==> config.mk <==
export PLATFORM = sky130hd
export DESIGN_NAME = ctrl_unit_mc
export DESIGN_NICKNAME = d
export VERILOG_FILES = /design/src/rtl/ctrl_unit_mc.sv
export SDC_FILE = /design/constraint.sdc
export NUM_CORES = 1
export LEC_CHECK = 0
export CAP_MARGIN = 5
export CORE_AREA = 2 2 68 70
export DETAILED_ROUTE_END_ITERATION = 10
export DIE_AREA = 0 0 70 72
export SYNTH_ARGS = -nofsm -noshare
export SYNTH_HDL_FRONTEND = slang
export SYNTH_SLANG_ARGS = --single-unit
==> constraint.sdc <==
create_clock -name clk -period 1.9 [get_ports clk]
set_input_delay 0.285 -clock clk [delete_from_list [all_inputs] [get_ports clk]]
set_output_delay 0.285 -clock clk [all_outputs]
set_load 0.1 [all_outputs]
==> src/rtl/ctrl_unit_mc.sv <==
`default_nettype none
// ============================================================================
// Module   : ctrl_unit_mc
// Purpose  : Multicycle control FSM for a MIPS-subset datapath
//            (add/sub/and, addi, lw, sw, beq, bne, j). Decodes the instruction
//            fields and ALU flags into mux selects, load enables, the memory
//            write strobe and the ALU operation. Invalid opcodes and
//            arithmetic overflow save PC-4 to EPC and redirect the PC to a
//            vector byte fetched from memory address 253/254.
// Params   : MEM_WAIT - extra cycles (0..3) before memory read data is valid
// Ports    : clk, reset (async, active-high)
//            opcode, funct         - instruction fields from IR
//            alu_overflow, alu_zero- ALU status flags
//            pc_write .. epc_write - register load enables / memory strobe
//            iord, excause, wr_reg, wd_reg, alusrc_a, alusrc_b, alu_op,
//            pc_source, sign_ex_ctrl - datapath selects
//            state_dbg             - current state code
//            instr_count           - retired-instruction counter (only when
//                                    CTRL_INSTR_COUNT_EN is defined)
// Option   : `define CTRL_INSTR_COUNT_EN to add the instr_count output
// Revision : 1.0 - initial release
// ============================================================================
module ctrl_unit_mc #(
    parameter int MEM_WAIT = 1
) (
    input  logic        clk,
    input  logic        reset,
    input  logic [5:0]  opcode,
    input  logic [5:0]  funct,
    input  logic        alu_overflow,
    input  logic        alu_zero,
    output logic        pc_write,
    output logic        ir_write,
    output logic        mem_write,
    output logic        reg_write,
    output logic        load_ab,
    output logic        aluout_load,
    output logic        epc_write,
    output logic [2:0]  iord,
    output logic [1:0]  excause,
    output logic [2:0]  wr_reg,
    output logic [3:0]  wd_reg,
    output logic [2:0]  alusrc_a,
    output logic [2:0]  alusrc_b,
    output logic [2:0]  alu_op,
    output logic [2:0]  pc_source,
    output logic        sign_ex_ctrl,
`ifdef CTRL_INSTR_COUNT_EN
    output logic [31:0] instr_count,
`endif
    output logic [4:0]  state_dbg
);

    typedef enum logic [4:0] {
        S_RST      = 5'd0,
        S_FETCH    = 5'd1,
        S_F_WAIT   = 5'd2,
        S_IR_LOAD  = 5'd3,
        S_DECODE   = 5'd4,
        S_EXEC_R   = 5'd5,
        S_WB_R     = 5'd6,
        S_ADDI     = 5'd7,
        S_WB_I     = 5'd8,
        S_MEM_ADDR = 5'd9,
        S_LW_READ  = 5'd10,
        S_LW_WAIT  = 5'd11,
        S_LW_WB    = 5'd12,
        S_SW       = 5'd13,
        S_BRANCH   = 5'd14,
        S_JUMP     = 5'd15,
        S_EXC_EPC  = 5'd16,
        S_EXC_READ = 5'd17,
        S_EXC_WAIT = 5'd18,
        S_EXC_LOAD = 5'd19
    } state_t;

    localparam logic [5:0] c_OP_RTYPE = 6'h00;
    localparam logic [5:0] c_OP_ADDI  = 6'h08;
    localparam logic [5:0] c_OP_LW    = 6'h23;
    localparam logic [5:0] c_OP_SW    = 6'h2B;
    localparam logic [5:0] c_OP_BEQ   = 6'h04;
    localparam logic [5:0] c_OP_BNE   = 6'h05;
    localparam logic [5:0] c_OP_J     = 6'h02;
    localparam logic [5:0] c_FN_ADD   = 6'h20;
    localparam logic [5:0] c_FN_SUB   = 6'h22;
    localparam logic [5:0] c_FN_AND   = 6'h24;

    localparam logic [1:0] c_CAUSE_OPC = 2'd0;
    localparam logic [1:0] c_CAUSE_OVF = 2'd1;

    // With zero wait states the wait states are skipped entirely.
    localparam bit         c_NO_WAIT   = (MEM_WAIT == 0);
    localparam logic [1:0] c_WAIT_INIT = (MEM_WAIT > 0) ? 2'(MEM_WAIT - 1) : 2'd0;

    state_t     r_state;
    logic [1:0] r_wait_cnt;
    logic [1:0] r_cause;

    logic w_rtype_ok;
    logic w_ovf_trap_r;

    assign w_rtype_ok   = (funct == c_FN_ADD) || (funct == c_FN_SUB) || (funct == c_FN_AND);
    // Only add and sub trap on overflow; and is a logical op.
    assign w_ovf_trap_r = ((funct == c_FN_ADD) || (funct == c_FN_SUB)) && alu_overflow;

    // ------------------------------------------------------------------
    // State register, wait counter and exception cause
    // ------------------------------------------------------------------
    always_ff @(posedge clk or posedge reset) begin
        if (reset) begin
            r_state    <= S_RST;
            r_wait_cnt <= 2'd0;
            r_cause    <= 2'd0;
        end else begin
            case (r_state)
                S_RST:     r_state <= S_FETCH;
                S_FETCH: begin
                    if (c_NO_WAIT) begin
                        r_state <= S_IR_LOAD;
                    end else begin
                        r_state    <= S_F_WAIT;
                        r_wait_cnt <= c_WAIT_INIT;
                    end
                end
                S_F_WAIT: begin
                    if (r_wait_cnt == 2'd0) r_state <= S_IR_LOAD;
                    else                    r_wait_cnt <= r_wait_cnt - 2'd1;
                end
                S_IR_LOAD: r_state <= S_DECODE;
                S_DECODE: begin
                    case (opcode)
                        c_OP_RTYPE: begin
                            if (w_rtype_ok) begin
                                r_state <= S_EXEC_R;
                            end else begin
                                r_state <= S_EXC_EPC;
                                r_cause <= c_CAUSE_OPC;
                            end
                        end
                        c_OP_ADDI:          r_state <= S_ADDI;
                        c_OP_LW, c_OP_SW:   r_state <= S_MEM_ADDR;
                        c_OP_BEQ, c_OP_BNE: r_state <= S_BRANCH;
                        c_OP_J:             r_state <= S_JUMP;
                        default: begin
                            r_state <= S_EXC_EPC;
                            r_cause <= c_CAUSE_OPC;
                        end
                    endcase
                end
                S_EXEC_R: begin
                    if (w_ovf_trap_r) begin
                        r_state <= S_EXC_EPC;
                        r_cause <= c_CAUSE_OVF;
                    end else begin
                        r_state <= S_WB_R;
                    end
                end
                S_WB_R:    r_state <= S_FETCH;
                S_ADDI: begin
                    if (alu_overflow) begin
                        r_state <= S_EXC_EPC;
                        r_cause <= c_CAUSE_OVF;
                    end else begin
                        r_state <= S_WB_I;
                    end
                end
                S_WB_I:    r_state <= S_FETCH;
                S_MEM_ADDR: begin
                    // Address arithmetic never traps.
                    if (opcode == c_OP_LW) r_state <= S_LW_READ;
                    else                   r_state <= S_SW;
                end
                S_LW_READ: begin
                    if (c_NO_WAIT) begin
                        r_state <= S_LW_WB;
                    end else begin
                        r_state    <= S_LW_WAIT;
                        r_wait_cnt <= c_WAIT_INIT;
                    end
                end
                S_LW_WAIT: begin
                    if (r_wait_cnt == 2'd0) r_state <= S_LW_WB;
                    else                    r_wait_cnt <= r_wait_cnt - 2'd1;
                end
                S_LW_WB:   r_state <= S_FETCH;
                S_SW:      r_state <= S_FETCH;
                S_BRANCH:  r_state <= S_FETCH;
                S_JUMP:    r_state <= S_FETCH;
                S_EXC_EPC: r_state <= S_EXC_READ;
                S_EXC_READ: begin
                    if (c_NO_WAIT) begin
                        r_state <= S_EXC_LOAD;
                    end else begin
                        r_state    <= S_EXC_WAIT;
                        r_wait_cnt <= c_WAIT_INIT;
                    end
                end
                S_EXC_WAIT: begin
                    if (r_wait_cnt == 2'd0) r_state <= S_EXC_LOAD;
                    else                    r_wait_cnt <= r_wait_cnt - 2'd1;
                end
                S_EXC_LOAD: r_state <= S_FETCH;
                default:    r_state <= S_FETCH;
            endcase
        end
    end

    // ------------------------------------------------------------------
    // Output decode. Outputs are forced to 0 while reset is asserted so
    // the RST-state register write cannot occur until reset is released.
    // ------------------------------------------------------------------
    always_comb begin
        pc_write     = 1'b0;
        ir_write     = 1'b0;
        mem_write    = 1'b0;
        reg_write    = 1'b0;
        load_ab      = 1'b0;
        aluout_load  = 1'b0;
        epc_write    = 1'b0;
        iord         = 3'd0;
        excause      = 2'd0;
        wr_reg       = 3'd0;
        wd_reg       = 4'd0;
        alusrc_a     = 3'd0;
        alusrc_b     = 3'd0;
        alu_op       = 3'd0;
        pc_source    = 3'd0;
        sign_ex_ctrl = 1'b0;
        state_dbg    = 5'd0;
        if (!reset) begin
            state_dbg = r_state;
            case (r_state)
                S_RST: begin
                    reg_write = 1'b1;
                    wr_reg    = 3'd3;
                    wd_reg    = 4'd2;
                end
                S_FETCH, S_F_WAIT: begin
                    alusrc_b = 3'd1;
                    alu_op   = 3'b001;
                end
                S_IR_LOAD: begin
                    alusrc_b = 3'd1;
                    alu_op   = 3'b001;
                    ir_write = 1'b1;
                    pc_write = 1'b1;
                end
                S_DECODE: begin
                    load_ab     = 1'b1;
                    aluout_load = 1'b1;
                    alusrc_b    = 3'd3;
                    alu_op      = 3'b001;
                end
                S_EXEC_R: begin
                    alusrc_a    = 3'd1;
                    aluout_load = 1'b1;
                    case (funct)
                        c_FN_ADD: alu_op = 3'b001;
                        c_FN_SUB: alu_op = 3'b010;
                        c_FN_AND: alu_op = 3'b011;
                        default:  alu_op = 3'b000;
                    endcase
                end
                S_WB_R: begin
                    reg_write = 1'b1;
                    wr_reg    = 3'd1;
                end
                S_ADDI, S_MEM_ADDR: begin
                    alusrc_a    = 3'd1;
                    alusrc_b    = 3'd2;
                    alu_op      = 3'b001;
                    aluout_load = 1'b1;
                end
                S_WB_I: reg_write = 1'b1;
                S_LW_READ, S_LW_WAIT: iord = 3'd2;
                S_LW_WB: begin
                    iord      = 3'd2;
                    reg_write = 1'b1;
                    wd_reg    = 4'd1;
                end
                S_SW: begin
                    iord      = 3'd2;
                    mem_write = 1'b1;
                end
                S_BRANCH: begin
                    alusrc_a  = 3'd1;
                    alu_op    = 3'b010;
                    pc_source = 3'd1;
                    pc_write  = (opcode == c_OP_BEQ) ? alu_zero : !alu_zero;
                end
                S_JUMP: begin
                    pc_write  = 1'b1;
                    pc_source = 3'd2;
                end
                S_EXC_EPC: begin
                    alusrc_b  = 3'd1;
                    alu_op    = 3'b010;
                    epc_write = 1'b1;
                    excause   = r_cause;
                end
                S_EXC_READ, S_EXC_WAIT: begin
                    iord    = 3'd1;
                    excause = r_cause;
                end
                S_EXC_LOAD: begin
                    iord         = 3'd1;
                    sign_ex_ctrl = 1'b1;
                    pc_source    = 3'd3;
                    pc_write     = 1'b1;
                    excause      = r_cause;
                end
                default: ;
            endcase
        end
    end

`ifdef CTRL_INSTR_COUNT_EN
    // Counts instructions that complete normally; trapped ones never reach
    // these terminal states.
    logic [31:0] r_instr_count;

    always_ff @(posedge clk or posedge reset) begin
        if (reset) begin
            r_instr_count <= 32'd0;
        end else if (r_state inside {S_WB_R, S_WB_I, S_LW_WB, S_SW, S_BRANCH, S_JUMP}) begin
            r_instr_count <= r_instr_count + 32'd1;
        end
    end

    assign instr_count = r_instr_count;
`endif

endmodule
`default_nettype wire

Word level (Yosys, flattened, before mapping)
Index checks and enable logic that the tools add are counted.

operators by class
  equality and inequality tests = 36
  add/sub/neg operators = 1
  multiplexer cells = 51
  reduce and logical (&&, ||, !) cells = 28

operators by type and width
  kind                                                                   number
  5-bit case mux with 12 select lines                                    1
  5-bit by 4-bit equality test with 1-bit output, second input constant  8
  5-bit 2-to-1 mux                                                       7
  6-bit equality test, second input constant                             5
  2-bit case mux with 3 select lines                                     5
  5-bit case mux with 5 select lines                                     1
  2-bit 2-to-1 mux                                                       12
  4-bit OR reduction                                                     6
  5-bit by 3-bit equality test with 1-bit output, second input constant  4
  5-bit equality test, second input constant                             4
  2-bit case mux with 2 select lines                                     5
  1-bit 2-to-1 mux                                                       18
  2-bit inequality test, second input constant                           7
  6-bit by 3-bit equality test with 1-bit output, second input constant  2
  3-bit OR reduction                                                     4
  6-bit OR reduction                                                     2
  5-bit by 2-bit equality test with 1-bit output, second input constant  2
  2-bit OR reduction                                                     4
  6-bit by 2-bit equality test with 1-bit output, second input constant  1
  6-bit by 4-bit equality test with 1-bit output, second input constant  1
  6-bit zero test                                                        1
  5-bit by 1-bit equality test with 1-bit output, second input constant  1
  5-bit zero test                                                        1
  5-bit AND reduction                                                    1
  12 further kinds                                                       13

storage, ports and cells
  flip-flop bits (word level) = 9
  output and inout port bits = 37
  input bits = 16
  word-level logic and storage cells = 119

Depth between registers and ports, before layout
Gate-level depths: netlist (run 1).

  depth after elaboration = 6
  mapped depth = 7
  depth with buffers taken out = 6

Worst setup path before layout (run 1)
Ideal clock, no wire load.

  kind = flip-flop to output port
  start = register r_state[2]
  end = output port aluout_load
  arrival time = 4.025 ns
  slack = -2.410 ns
  required time = 1.615 ns
  path buffers = 2
  stages on the path, launching flop included = 7
  path through = dfrtp_1 > buf_2 > buf_2 > nor3_1 > a31oi_1 > nor3_1 > o21bai_1

on the way
  word-level cells in the longest chain between the ends = 4
  elaborated cells between the ends (all ways) = 7
  those cells by class = eq/ne (4); mux (2); reduce/logical (1)

RTL lines
  element                                                                                                                  line  text
  start, declared                                                                                                          95    state_t r_state;
  start signal, assigned                                                                                                   111   r_state <= S_RST;
  start signal, assigned                                                                                                   116   S_RST: r_state <= S_FETCH;
  start signal, assigned                                                                                                   119   r_state <= S_IR_LOAD;
  5-bit by 3-bit equality test with 1-bit output / 5-bit by 4-bit equality test with 1-bit output (equally long branches)  232   case (r_state)
  4-bit OR reduction (no line) (*)                                                                                         -
  1-bit 2-to-1 mux (*)                                                                                                     232
  1-bit 2-to-1 mux (*)                                                                                                     230   if (!reset) begin
  end, declared                                                                                                            37    output logic aluout_load,

Mark *: on every way between the ends. The rest lies on a longest branch, timed or not.

Final worst setup path (run 1)
  start = register r_state[4]
  end = output port alu_op[0]

on the way
  word-level cells in the longest chain between the ends = 4
  elaborated cells between the ends (all ways) = 13
  those cells by class = eq/ne (9); mux (2); reduce/logical (2)

RTL lines
  element                                                                    line  text
  5-bit by 3-bit equality test with 1-bit output (tied with other cells)     232
  6-bit OR reduction (no line) / 2-bit OR reduction (equally long branches)  -
  2-bit case mux with 3 select lines (*)                                     232
  2-bit 2-to-1 mux (*)                                                       230
  end, declared                                                              45    output logic [2:0] alu_op,

Marked as above.

==> metrics.csv, run 1 <==
stage;metric;value;unit
synth;synth cell count leaders;nor2_1 (26), nand2_1 (16), nor3_1 (12), buf_4 (11);
synth;area leader, netlist;dfrtp_1;
route;# DRC;0;
layout;layout cells sized above 1;59.3;%
synth;Synth Instances;179;
global_route;initial antenna violation count;0;
floorplanning;io pins;53;
floorplanning;DIE AREA;5040;µm²
floorplanning;initial cell density of the core;29.7;%
synth;top post-synthesis cells by area;dfrtp_1 (16%), nor2_1 (7.7%), buf_4 (6.5%);
floorplanning;core area;4260;µm²
worst_setup_path;reg2reg path depth;7;
place;HPWL Detailed;3600;µm
power;Power Total;3.88;mW
clock_network;total CTS buffers;3;
synth;synthesis-stage register bit count;8;
floorplanning;Die Wd;70;µm
layout;Post-Layout Cell Count;325;
run_status;status;finished with violations;
synth;part of the Yosys area used for sequential elements;15.8;%
synth;Yosys warning count;0;
worst_setup_path;Crit. End Element;primary output;
worst_setup_path;flop-to-flop setup slack;0.07;ns
layout;Area Overhead vs Synth;126;%
floorplanning;Chip Height;72;µm
worst_setup_path;r2r startpoint;r_state[4];
global_route;remaining global-route overflow;0;
route;drt pass-1 iters;4;
sta;Hold Fails Final Rpt;0;
clock_network;H-tree levels;1;
worst_setup_path;slowest stage delay, CP;0.39;ns
worst_setup_path;worst path arrival time;1.79;ns
place;GP Congestion;0.922;
route;DR vias;1731;
route;DRT iter0 DRCs;69;
sta;fin crit share;109;%
worst_setup_path;Setup crit start;r_state[4];
sta;final number of max-transition violations;0;
layout;nets@finish;292;
synth;Mapped Avg Cell Area;7.07;µm²
synth;EDFF count, synth;0;
clock_network;CTS Buffer Depth;2;
route;WL final;5080;µm
sta;fin worst setup slack;-0.171;ns
sta;clk_skew;0.00581;ns
power;maximum vdd ir drop;0.809;mV
route;Final ANT Viol Nets;0;
route;wire per inst;15.6;µm
clock_network;CTS tree;done;
worst_setup_path;startpoint types;register;
global_route;grt met2 use;34.9;%
global_route;grt met3 use;1.67;%
floorplanning;row count;24;
synth;Post-synth top flop;dfrtp_1;
sta;fin crit period;2.07;ns
global_route;Total GRT Usage;18.5;%
worst_setup_path;Crit Path Category;reg -> out;
layout;Diodes inserted;0;
synth;Post-Synthesis Cell Area;1270;µm²
job;Max Cap Viol;0;
place;placed insts;302;
synth;synth unique cells;56;
hold_path;HP Class;in -> async;
sta;highest clock rate;483;MHz
power;Power Density;1350;nW/µm²
worst_setup_path;CP Cell Sequence;nand2b_4, nor3_4, nand2_2, o32a_1, nor2_4, buf_12;
worst_setup_path;CP Data Required Time;1.62;ns
clock_network;CTS sink cnt;8;
run_status;failing checks;negative setup slack;
synth;Synth top area share;15.8;%
power;LEAKAGE;1.21;nW
worst_setup_path;Worst R2R End;r_state[0];
synth;async set-reset flop share out of synthesis;100;%
global_route;number of global-route vias before repair;1650;
clock_network;worst-skew pair later-pin latency;0.23;ns
clock_network;Clock Pin Slew Worst Setup and Hold Paths;0.04;ns
global_route;largest net degree at the start of global routing;14;
global_route;met1 Resource Use GR;22.4;%
place;Post-Place Worst Slack;-0.272;ns
worst_setup_path;crit path max fanout;3;
route;Vias/cell;5.33;
synth;count leader, synth;nor2_1;
worst_setup_path;critical path's slowest cell;dfrtp_1;
clock_network;Root Buffer;clkbuf_8;
sta;RSZ-0062 raised after global routing;yes;
place;Port Buffer Count;42;
layout;Util after Layout;67.2;%
global_route;grt peak-use layer;met2;
sta;setup TNS;-0.902;ns
sta;setup violators final;10;
global_route;first-pass GRT wire length;7600;µm
==> power by group <==
group	internal, mW	leakage, nW	switching [mW]	total, mW
logic	1.36	1.08	2.03	3.39
clock network	0.137	0.0216	0.0669	0.204
registers	0.223	0.101	0.0623	0.285
total	1.72	1.21	2.16	3.88
==> worst max path at each step <==
| stage | to | slack, ns | depth (start not counted) |
|---|---|---|---|
| after floorplan | aluout_load | -0.55 | 6 |
| after global placement | pc_write | -0.26 | 7 |
| after detailed placement | pc_write | -0.27 | 7 |
| after CTS | alu_op[1] | -0.15 | 6 |
| after global routing | alu_op[0] | -0.22 | 6 |
| final | alu_op[0] | -0.17 | 6 |
==> kinds of logic after synthesis <==
kind of cell               count (synthesis)  share of synthesized area (%)
buffers and inverters                     33                           16.6
xor gates and xnor gates                   4                           2.77
adders and majority gates                  1                          0.988
AOI/OAI and AO/OA                         43                           24.2
and+or+nand+nor                           86                           37.0
muxes                                      3                           2.37
other                                      1                          0.296
DFF                                        8                           15.8
==> registers in the layout, summed over array words and instances, names as in the netlist <==
| name | count |
|---|---|
| r_wait_cnt | 2 |
| r_cause | 1 |
| r_state | 5 |
==> cell type report <==
class / count / area [µm²]
Inverter: 11 / 52.6
Timing Repair Buffer: 104 / 1210
Clock buffer: 3 / 41.3
Sequential cell: 8 / 203
Multi-Input combinational cell: 147 / 1290
Fill cell: 338 / 1400
Tap cell: 52 / 65.1
==> critical path: cells and delay by family (launching register included) <==
| kind | cells | cell delay [ns] |
|---|---|---|
| buf+inv | 1 | 0.18 |
| simple gates | 4 | 0.62 |
| compound gates | 1 | 0.37 |
| flops | 1 | 0.39 |
==> routing by layer <==
metal	wire length, µm	up-vias
li1	-	809
met1	1960	828
met2	2740	84
met3	277	10
met4	102	0
met5	0	-
==> per-stage QoR <==
stage / instance area [µm²] / hold WS (ns)
finish: 2870 / 0.433
global placement: 2450 / 0.462
CTS: 2680 / 0.375
detailed placement: 2450 / 0.468
floorplan: 1570 / 0.151
global route: 2870 / 0.432
==> cells in the final DEF (no fill, tap or decap), types with 4 or more instances in the layout <==
| cell | count |
|---|---|
| buf_12 | 28 |
| dlygate4sd2_1 | 9 |
| nor3_1 | 5 |
| buf_6 | 11 |
| conb_1 | 10 |
| clkdlybuf4s50_1 | 4 |
| nand2_1 | 9 |
| nand2_4 | 4 |
| a21oi_1 | 5 |
| nor3_4 | 7 |
| dfrtp_1 | 6 |
| buf_4 | 49 |
| nor2_1 | 10 |
| nor2_4 | 13 |
| nor2_2 | 4 |
| inv_1 | 5 |
==> what timing repair did <==
item / 4_1_cts / 5_1_grt
resized for setup: 37 / 30
endpoints found under the hold margin: 0 / 0
gates cloned: 0 / 0
pin swaps: 14 / 18
hold buffers: 0 / 0
setup endpoints to repair: 16 / 20
setup buffers: 13 / 8
Power figures use the tool's default switching activity.
==> run 2, diff against run 1 <==
--- a/config.mk
+++ b/config.mk
@@ -12,3 +12,4 @@
 export SYNTH_ARGS = -nofsm -noshare
 export SYNTH_HDL_FRONTEND = slang
 export SYNTH_SLANG_ARGS = --single-unit
+export TNS_END_PERCENT = 50
==> metrics.csv, run 2 (synthesis gave the netlist of run 1 again) <==
stage;metric;value;unit;change
power;Seq pwr share;8.7;%;+1.4 points
place;HPWL Detailed;3490;µm;-2.9%
floorplanning;initial cell density of the core;29.7;%;unchanged
sta;fin worst setup slack;-0.126;ns;+0.0449 ns
layout;most common cell after layout, fill and taps aside;buf_4;;
run_status;failing checks;negative setup slack;;
clock_network;Clock Pin Slew Worst Setup and Hold Paths;0.04;ns;about the same
layout;layout cells sized above 1;51.7;%;-7.6 points
layout;Storage cell area;205;µm²;+1.2%
power;LEAKAGE;1.14;nW;-5.4%
sta;clk_skew;0.00336;ns;-0.00246 ns
route;drt pass-1 iters;4;;unchanged
worst_setup_path;startpoint types;register;;
clock_network;CTS tree;done;;
layout;Fillers;354;;+4.7%
clock_network;H-tree levels;1;;unchanged
layout;max reg flops;5;;unchanged
sta;setup violators final;11;;+1
layout;top flop regs;r_state: 5 flops, r_wait_cnt: 2 flops, r_cause: 1 flops;;
power;internal power;1.58;mW;-8.5%
route;uppermost layer routed;met4;;
sta;highest clock rate;494;MHz;+2.2%
place;Port Buffer Count;42;;unchanged
worst_setup_path;Crit Path Category;reg -> out;;
power;clock network power share;5.8;%;+0.5 points
floorplanning;Chip Height;72;µm;unchanged
layout;Area Overhead vs Synth;109;%;
sta;Hold Fails Final Rpt;0;;unchanged
power;Net Sw Power;1.98;mW;-8.4%
route;Final ANT Viol Nets;0;;unchanged
clock_network;Root Buffer;clkbuf_8;;
job;Max Cap Viol;0;;unchanged
power;Sw Share;55.7;%;about the same
power;combinational share of power;85.5;%;-1.9 points
clock_network;hold_buf cts;0;;unchanged
worst_setup_path;worst path arrival time;1.74;ns;-0.05 ns
global_route;Total GRT Usage;17.3;%;-1.2 points
place;GP Congestion;0.884;;-4.1%
sta;final number of max-transition violations;0;;unchanged
layout;Diodes inserted;0;;unchanged
sta;setup TNS;-0.864;ns;+0.0385 ns
place;area post-placement;2420;µm²;-1.3%
global_route;first-pass GRT wire length;7290;µm;-4.0%
worst_setup_path;CP Data Required Time;1.62;ns;about the same
route;wire length on met2;2340;µm;-15%
route;wire per inst;14.1;µm;-10%
sta;fin crit share;107;%;-2.4 points
global_route;largest net degree at the start of global routing;13;;-1
global_route;number of global-route vias before repair;1581;;-4.2%
route;# DRC;0;;unchanged
global_route;remaining global-route overflow;0;;unchanged
run_status;status;finished with violations;;
clock_network;CTS Buffer Depth;2;;unchanged
floorplanning;row count;24;;unchanged
power;Power Density;1340;nW/µm²;-0.80%
sta;fin crit period;2.03;ns;-0.0449 ns
route;Vias/cell;5.15;;-3.2%
clock_network;worst-skew pair later-pin latency;0.23;ns;about the same
layout;nets@finish;280;;-4.1%
global_route;initial antenna violation count;0;;unchanged
floorplanning;core area;4260;µm²;unchanged
clock_network;CTS sink cnt;8;;unchanged
floorplanning;Die Wd;70;µm;unchanged
worst_setup_path;Crit. End Element;primary output;;
route;DR vias;1613;;-6.8%
route;DRT iter0 DRCs;49;;-29%
clock_network;total CTS buffers;3;;unchanged
hold_path;HP Class;in -> async;;
worst_setup_path;crit path max fanout;6;;+3
floorplanning;DIE AREA;5040;µm²;unchanged
sta;RSZ-0062 raised after global routing;yes;;
layout;design area;2650;µm²;-7.7%
route;met3 routed WL;230;µm;-17%
floorplanning;io pins;53;;unchanged
layout;Multi-input gate area;1180;µm²;-8.6%
power;maximum vdd ir drop;1.08;mV;+33%
power;Power Total;3.56;mW;-8.4%
layout;commonest non-fill, non-tap cells in the layout;buf_4 (44), buf_12 (28), nor2_1 (14), nand2_1 (11), conb_1 (10);;
route;M1 WL;1780;µm;-8.8%
layout;Largest Register;r_state;;
route;WL final;4400;µm;-13%
-- run 2: cell types whose count changed in the layout (fill, tap and decap cells not counted), sizes merged --
cell	before	now
buf	89	77
dlygate4sd2	9	3
clkdlybuf4s50	4	7
dlymetal6s2s	2	5
clkinvlp	1	0
inv	10	11
-- run 2: through the flow --
step / hold WS [ns] / instances / util (%) / setup slack [ns]
after CTS: 0.488 / 308 / 59.5 / -0.126
final: 0.259 / 313 / 62.1 / -0.126
after global routing: 0.282 / 313 / 62.1 / -0.189
after detailed placement: 0.483 / 305 / 56.8 / -0.274
after global placement: 0.465 / 305 / 56.8 / -0.282
after floorplan: 0.129 / 188 / - / -0.553
-- run 2: worst paths after layout --
kind	startpoint	slack, ns	depth (start not counted)	to
hold reg to reg	r_wait_cnt[0]	0.48	1	r_wait_cnt[0]
min in group clk	r_wait_cnt[0]	0.48	1	r_wait_cnt[0]
max in group asynchronous	reset	1.49	3	r_state[3]
setup reg to reg	r_state[3]	0.09	6	r_state[0]
setup / recovery	r_state[1]	-0.13	6	alu_op[0]
hold / removal	reset	0.26	3	r_state[2]
-- run 2: what timing repair did --
action,CTS,global route
setup buffers,0,5
endpoints found under the setup margin,18,21
gates resized for setup,20,24
cloned,0,0
pin swaps,9,7
-- run 2: routing by layer --
metal	global-route usage [%]	up-vias
li1	-	797
met1	22.1	746
met2	32.4	64
met3	1.39	6
met4	2.78	0
met5	0	-
-- run 2: power by group through the flow --
stage          registers, mW  clock network (mW)  logic (mW)
2_1_floorplan          0.251                   0        2.00
6_report               0.310               0.206        3.04
3_5_place_dp           0.293                   0        2.82
3_3_place_gp           0.292                   0        2.79
5_1_grt                0.318               0.217        3.18
4_1_cts                0.308               0.205        2.95
-- run 2: critical path: stages (launching register included) --
cell	delay (ns)
dfrtp_2	0.46
or2_4	0.28
mux2i_1	0.15
a22oi_1	0.11
o32a_1	0.21
nor2_4	0.11
buf_12	0.18
-- run 2: layout make-up --
class	instances	area share (%)
Multi-Input combinational cell	147	44.7
Clock buffer	3	1.56
Inverter	11	1.75
Tap cell	52	2.46
Timing Repair Buffer	92	41.8
Sequential cell	8	7.75
